File: src/rtl/me_window_loader.sv
// Search-window / reference-block loader ahead of the motion estimator: writes the raster stream
// into search_memory and ref_memory, then holds start_signal until process_completed. Optional RUN timeout: ME_LOADER_TIMEOUT_EN.
`timescale 1ns/1ps
module me_window_loader #(
  parameter int PIX_W    = 8,
  parameter int REF_DIM  = 16,
  parameter int SRCH_DIM = 32,
  parameter int TIMEOUT  = 4200
) (
  input  logic             clk,
  input  logic             reset,
  input  logic             pix_valid,
  output logic             pix_ready,
  input  logic [PIX_W-1:0] pix_data,
  input  logic             pix_last,
  output logic             search_wr_en,
  output logic [9:0]       search_wr_addr,
  output logic             ref_wr_en,
  output logic [7:0]       ref_wr_addr,
  output logic [PIX_W-1:0] wr_data,
  output logic             start_signal,
  input  logic             process_completed,
  output logic             busy,
  output logic             block_done,
  output logic             framing_err,
  output logic             timeout_err
);

  localparam int SRCH_N = SRCH_DIM * SRCH_DIM;
  localparam int REF_N  = REF_DIM * REF_DIM;
  localparam logic [10:0] SRCH_LAST  = 11'(SRCH_N - 1);
  localparam logic [10:0] BLOCK_LAST = 11'(SRCH_N + REF_N - 1);
  localparam logic [10:0] REF_BASE   = 11'(SRCH_N);

  localparam logic [1:0] LOAD_SRCH = 2'd0;
  localparam logic [1:0] LOAD_REF  = 2'd1;
  localparam logic [1:0] RUN       = 2'd2;
  localparam logic [1:0] DONE      = 2'd3;

  logic [1:0]  state;
  logic [10:0] beat_cnt;
  logic        accept;
  logic        at_last;
  logic        early_last;
  logic        write_beat;
  logic        run_exit;
  logic        run_expired;

  assign pix_ready  = (state == LOAD_SRCH) || (state == LOAD_REF);
  assign accept     = pix_valid & pix_ready;
  assign at_last    = (beat_cnt == BLOCK_LAST);
  // A pix_last anywhere but the final beat is dropped rather than written.
  assign early_last = accept & pix_last & ~at_last;
  assign write_beat = accept & ~early_last;
  assign busy       = !((state == LOAD_SRCH) && (beat_cnt == '0));
  assign block_done = (state == DONE);

`ifdef ME_LOADER_TIMEOUT_EN
  logic [12:0] run_cnt;

  assign run_expired = (state == RUN) && (run_cnt == 13'(TIMEOUT - 1));

  always_ff @(posedge clk or posedge reset) begin
    if (reset) begin
      run_cnt     <= '0;
      timeout_err <= 1'b0;
    end else begin
      run_cnt <= (state == RUN) ? run_cnt + 13'd1 : '0;
      if (run_expired && !process_completed) timeout_err <= 1'b1;
    end
  end
`else
  logic unused_timeout;

  assign run_expired    = 1'b0;
  assign timeout_err    = 1'b0;
  assign unused_timeout = ^13'(TIMEOUT);
`endif

  assign run_exit = process_completed | run_expired;

  // NOTE: sequential state uses <= so every register samples pre-edge values regardless of statement order.
  always_ff @(posedge clk or posedge reset) begin
    if (reset) begin
      // NOTE: the write datapath is reset too, so no stale address or data is visible during reset.
      search_wr_en   <= 1'b0;
      ref_wr_en      <= 1'b0;
      search_wr_addr <= '0;
      ref_wr_addr    <= '0;
      wr_data        <= '0;
    end else begin
      search_wr_en <= write_beat & (state == LOAD_SRCH);
      ref_wr_en    <= write_beat & (state == LOAD_REF);
      if (write_beat) begin
        search_wr_addr <= beat_cnt[9:0];
        ref_wr_addr    <= 8'(beat_cnt - REF_BASE);
        wr_data        <= pix_data;
      end
    end
  end

  always_ff @(posedge clk or posedge reset) begin
    if (reset) begin
      state        <= LOAD_SRCH;
      beat_cnt     <= '0;
      start_signal <= 1'b0;
      framing_err  <= 1'b0;
    end else begin
      case (state)
        LOAD_SRCH, LOAD_REF: begin
          if (early_last) begin
            framing_err <= 1'b1;
            beat_cnt    <= '0;
            state       <= LOAD_SRCH;
          end else if (accept) begin
            if (at_last) begin
              if (!pix_last) framing_err <= 1'b1;
              state <= RUN;
            end else begin
              beat_cnt <= beat_cnt + 11'd1;
              if (beat_cnt == SRCH_LAST) state <= LOAD_REF;
            end
          end
        end
        RUN: begin
          // start rises one cycle into RUN, after the final reference write has landed.
          start_signal <= 1'b1;
          if (run_exit) begin
            start_signal <= 1'b0;
            state        <= DONE;
          end
        end
        DONE: begin
          beat_cnt <= '0;
          state    <= LOAD_SRCH;
        end
        default: state <= LOAD_SRCH;
      endcase
    end
  end

endmodule
File: config.mk
export PLATFORM = sky130hd
export DESIGN_NAME = me_window_loader
export DESIGN_NICKNAME = d
export VERILOG_FILES = /design/src/rtl/me_window_loader.sv
export SDC_FILE = /design/constraint.sdc
export NUM_CORES = 1
export LEC_CHECK = 0
export CAP_MARGIN = 20
export CELL_PAD_IN_SITES_DETAIL_PLACEMENT = 1
export CELL_PAD_IN_SITES_GLOBAL_PLACEMENT = 1
export CORE_UTILIZATION = 40
export DETAILED_ROUTE_END_ITERATION = 6
export PLACE_DENSITY_LB_ADDON = 0.1
export SLEW_MARGIN = 20
export SYNTH_ARGS = -nofsm -noshare
export SYNTH_HDL_FRONTEND = slang
export SYNTH_SLANG_ARGS = --single-unit
File: constraint.sdc
create_clock -name clk -period 3.6 [get_ports clk]
set_clock_uncertainty 0.05 [all_clocks]
set_input_delay 0.9 -clock clk [delete_from_list [all_inputs] [get_ports clk]]
set_output_delay 0.9 -clock clk [all_outputs]
set_load 0.005 [all_outputs]
==> metrics.md <==
| Metric | Value |
|---|---|
| Status | complete, no violations |
| Final hold vios | 0 |
| Worst Reg-to-Reg Cells | 6 |
| Worst-path clk slew | 0.07 ns |
| Largest stage delay, worst path | 0.47 ns |
| Register area share after synthesis | 49.0% |
| Slew margin rel. | 61.2% |
| Synth Area in Compound Gates | 7.77% |
| # H-tree levels | 2 |
| Non-filler cells, final | 239 |
| Share of cells above drive strength 1 | 16.4% |
| Clk_lat worst skew | 0.28 ns |
| Post-synth net total | 165 |
| Layout Nets | 204 |
| Starting Density | 43.1% |
| Simple-gate portion of the synthesized area | 15.2% |
| GRT Total Usage | 20.2% |
| Initial antenna violation count | 0 |
| Most common cell in the synthesized netlist | dfrtp_1 |
| Total clock sinks | 35 |
| Slew Viols, Final | 0 |
| Setup Buffers After CTS | 0 |
| Die W | 68.8 µm |
| Cts repair resizes | 0 |
| Worst EP arrival | 1.81 ns |
| Final WL | 4.18 mm |
| Crit path buffers/inverters | 2 |
| Drt via density | 5.41 |
| R2r endpoint | search_wr_addr[7] |
| First-pass iteration count of the detailed router | 4 |
| DIE HEIGHT | 68.8 µm |
| Post-Syn Area per Cell | 11.9 µm² |
| Adder-cell share of the synthesized area | 1.40% |
| CTS max path bufs | 2 |
| Post-synth EDFFs | 0 |
| Placed Cells | 232 |
| Peak supply drop | 0.000253 V |
| Vias post-DR | 1294 |
| Root buf cell | clkbuf_8 |
| Min-Delay Path Depth | 1 |
| Critical path, cell by cell | inv_1 > ha_1 > nor4b_1 > nand3_1 > clkdlybuf4s50_1 |
| Filler cells | 445 |
| Max-Cap Viols | 0 |
| Startpoint types | flop |
| CP Depth | 5 |
| Worst EP required | 2.65 ns |
| Die area | 0.00474 mm² |
| # setup viols final | 0 |
| Vias in the first global route | 1307 |
| CTS tree | done |
| Pwr dens | 448 mW/mm² |
| Unique masters post-synth | 42 |
| RSZ-0062 raised after global routing | false |
| LEAKAGE | 1.02 nW |
| DRC viols | 0 |
| CP max FO | 7 |
| Ranking of synthesized cells by area | dfrtp_1 (49%), mux2_4 (15%), buf_4 (4.2%), nor2_1 (2.1%), nand3_1 (1.7%) |
| Worst hold-check path type | flop to flop |
| CP max stage cell | clkdlybuf4s50_1 |
| PortBufs | 45 |
| Synth top area share | 49.0% |
| R2R Setup Slk | 1.48 ns |
| Worst-Margin Slew | 0.567 ns |
| Largest area contributor in the netlist | dfrtp_1 |
| Hold Path Origin | framing_err |
| Gr ovfl total | 0 |
| Warnings, synthesis | 0 |
| Final Critical Period | 2.76 ns |
| DPL Wire Length | 3.00 mm |
| Detail Route Antenna Nets | 0 |
| Multiplexer share of the synthesized area | 16.3% |
| Cell Rows | 23 |
| Layout area overhead | 28.3% |
| WHS Endpoint | framing_err |
| Reg2reg start | beat_cnt[0] |
| Combinational family with the most area after synthesis | multiplexers |
| IO Count | 47 |
| XOR/XNOR share of the synthesized area | 2.45% |
| DR iter-0 viols | 39 |
| Post-DR wirelength/cell | 17.5 µm |
| Post-synth ARST share | 100% |
| CTS Hold Buffers Added | 0 |
| Setup TNS | 0 ns |
| Synth Flop Type | dfrtp_1 |
| Ant diodes | 0 |
| Crit Path Category | flop to primary output |
| Top cell family by delay on the critical path | buffers and inverters |
| Gate Count Post-Synth | 150 |
| Core footprint | 0.00414 mm² |
| CTS Buf Count | 5 |
| First-pass GRT wire length | 6.71 mm |
| Synthesized area | 0.00179 mm² |
| Setup crit end kind | primary output |
| Seq cells post-synth | 35 |
| Final GP Congestion | 0.776 |
| Achievable Freq | 362 MHz |
| Final period util | 76.7% |
| Largest net degree at the start of global routing | 26 |
| Hold_ws | 0.436 ns |
| Post-synth top cells | dfrtp_1 (35), mux2_4 (18), buf_4 (10), nor2_1 (10), inv_1 (7) |
-- stage by stage --
| step | power (W) | setup slack (ns) | area, µm² | util [%] |
|---|---|---|---|---|
| finish | 0.00103 | 0.837 | 2290 | 55.3 |
| global route | 0.00109 | 0.755 | 2290 | 55.3 |
| CTS | 0.00104 | 0.815 | 2290 | 55.3 |
| detailed placement | 0.000749 | 0.948 | 2200 | 53.2 |
| global placement | 0.000737 | 0.988 | 2200 | 53.2 |
| floorplan | 0.000612 | 1.63 | 1790 | - |
-- flip-flops by register name (all words and copies together) (netlist names) --
signal,cells
wr_data,8
framing_err,1
state,2
start_signal,1
beat_cnt,11
search_wr_addr,10
ref_wr_en,1
search_wr_en,1
-- power breakdown --
| part | switching [W] | total (W) | internal [W] |
|---|---|---|---|
| Combinational | 0.0000866 | 0.000255 | 0.000168 |
| Sequential | 0.0000456 | 0.000486 | 0.000440 |
| Clock | 0.000137 | 0.000287 | 0.000150 |
-- worst max path at each step --
stage,from,slack (ns),end
finish,beat_cnt[0],0.84,busy
global route,beat_cnt[0],0.76,busy
CTS,beat_cnt[0],0.82,busy
detailed placement,pix_valid,0.95,beat_cnt[6]
global placement,pix_valid,0.99,wr_data[1]
floorplan,pix_valid,1.63,search_wr_addr[2]
-- cell families after synthesis --
group,Yosys count
fa+ha+maj,2
flops,35
simple gates,44
compound gates,21
xor+xnor,5
mux,20
buf+inv,22
other cells,1
-- cell usage in the layout (no fill, tap or decap), types with 3 or more instances in the layout --
master and instances:
nand3_1 6, mux2_4 18, dfrtp_1 35, clkdlybuf4s50_1 45, inv_1 7, a21oi_1 5, or4_1 4, xnor2_1 3
o21ai_0 4, nand2_1 6, nor2_1 10, clkbuf_8 6
-- metal layers --
metal | track usage, % | wire length (µm)
met5 | 0 | 0
met4 | 9.18 | 65
met3 | 3.62 | 185
met2 | 33.3 | 2050
met1 | 25.6 | 1880
-- layout make-up --
cell class	count	area, µm²	share of cell area, %
clock buffer	6	82.6	3.60
clock inverter	1	5.00	0.218
inverter	7	26.3	1.15
multi-input combinational	93	774	33.8
sequential	35	876	38.2
tap	50	62.6	2.73
timing repair buffer	47	465	20.3
No activity file was read; power rests on OpenSTA's default activity.
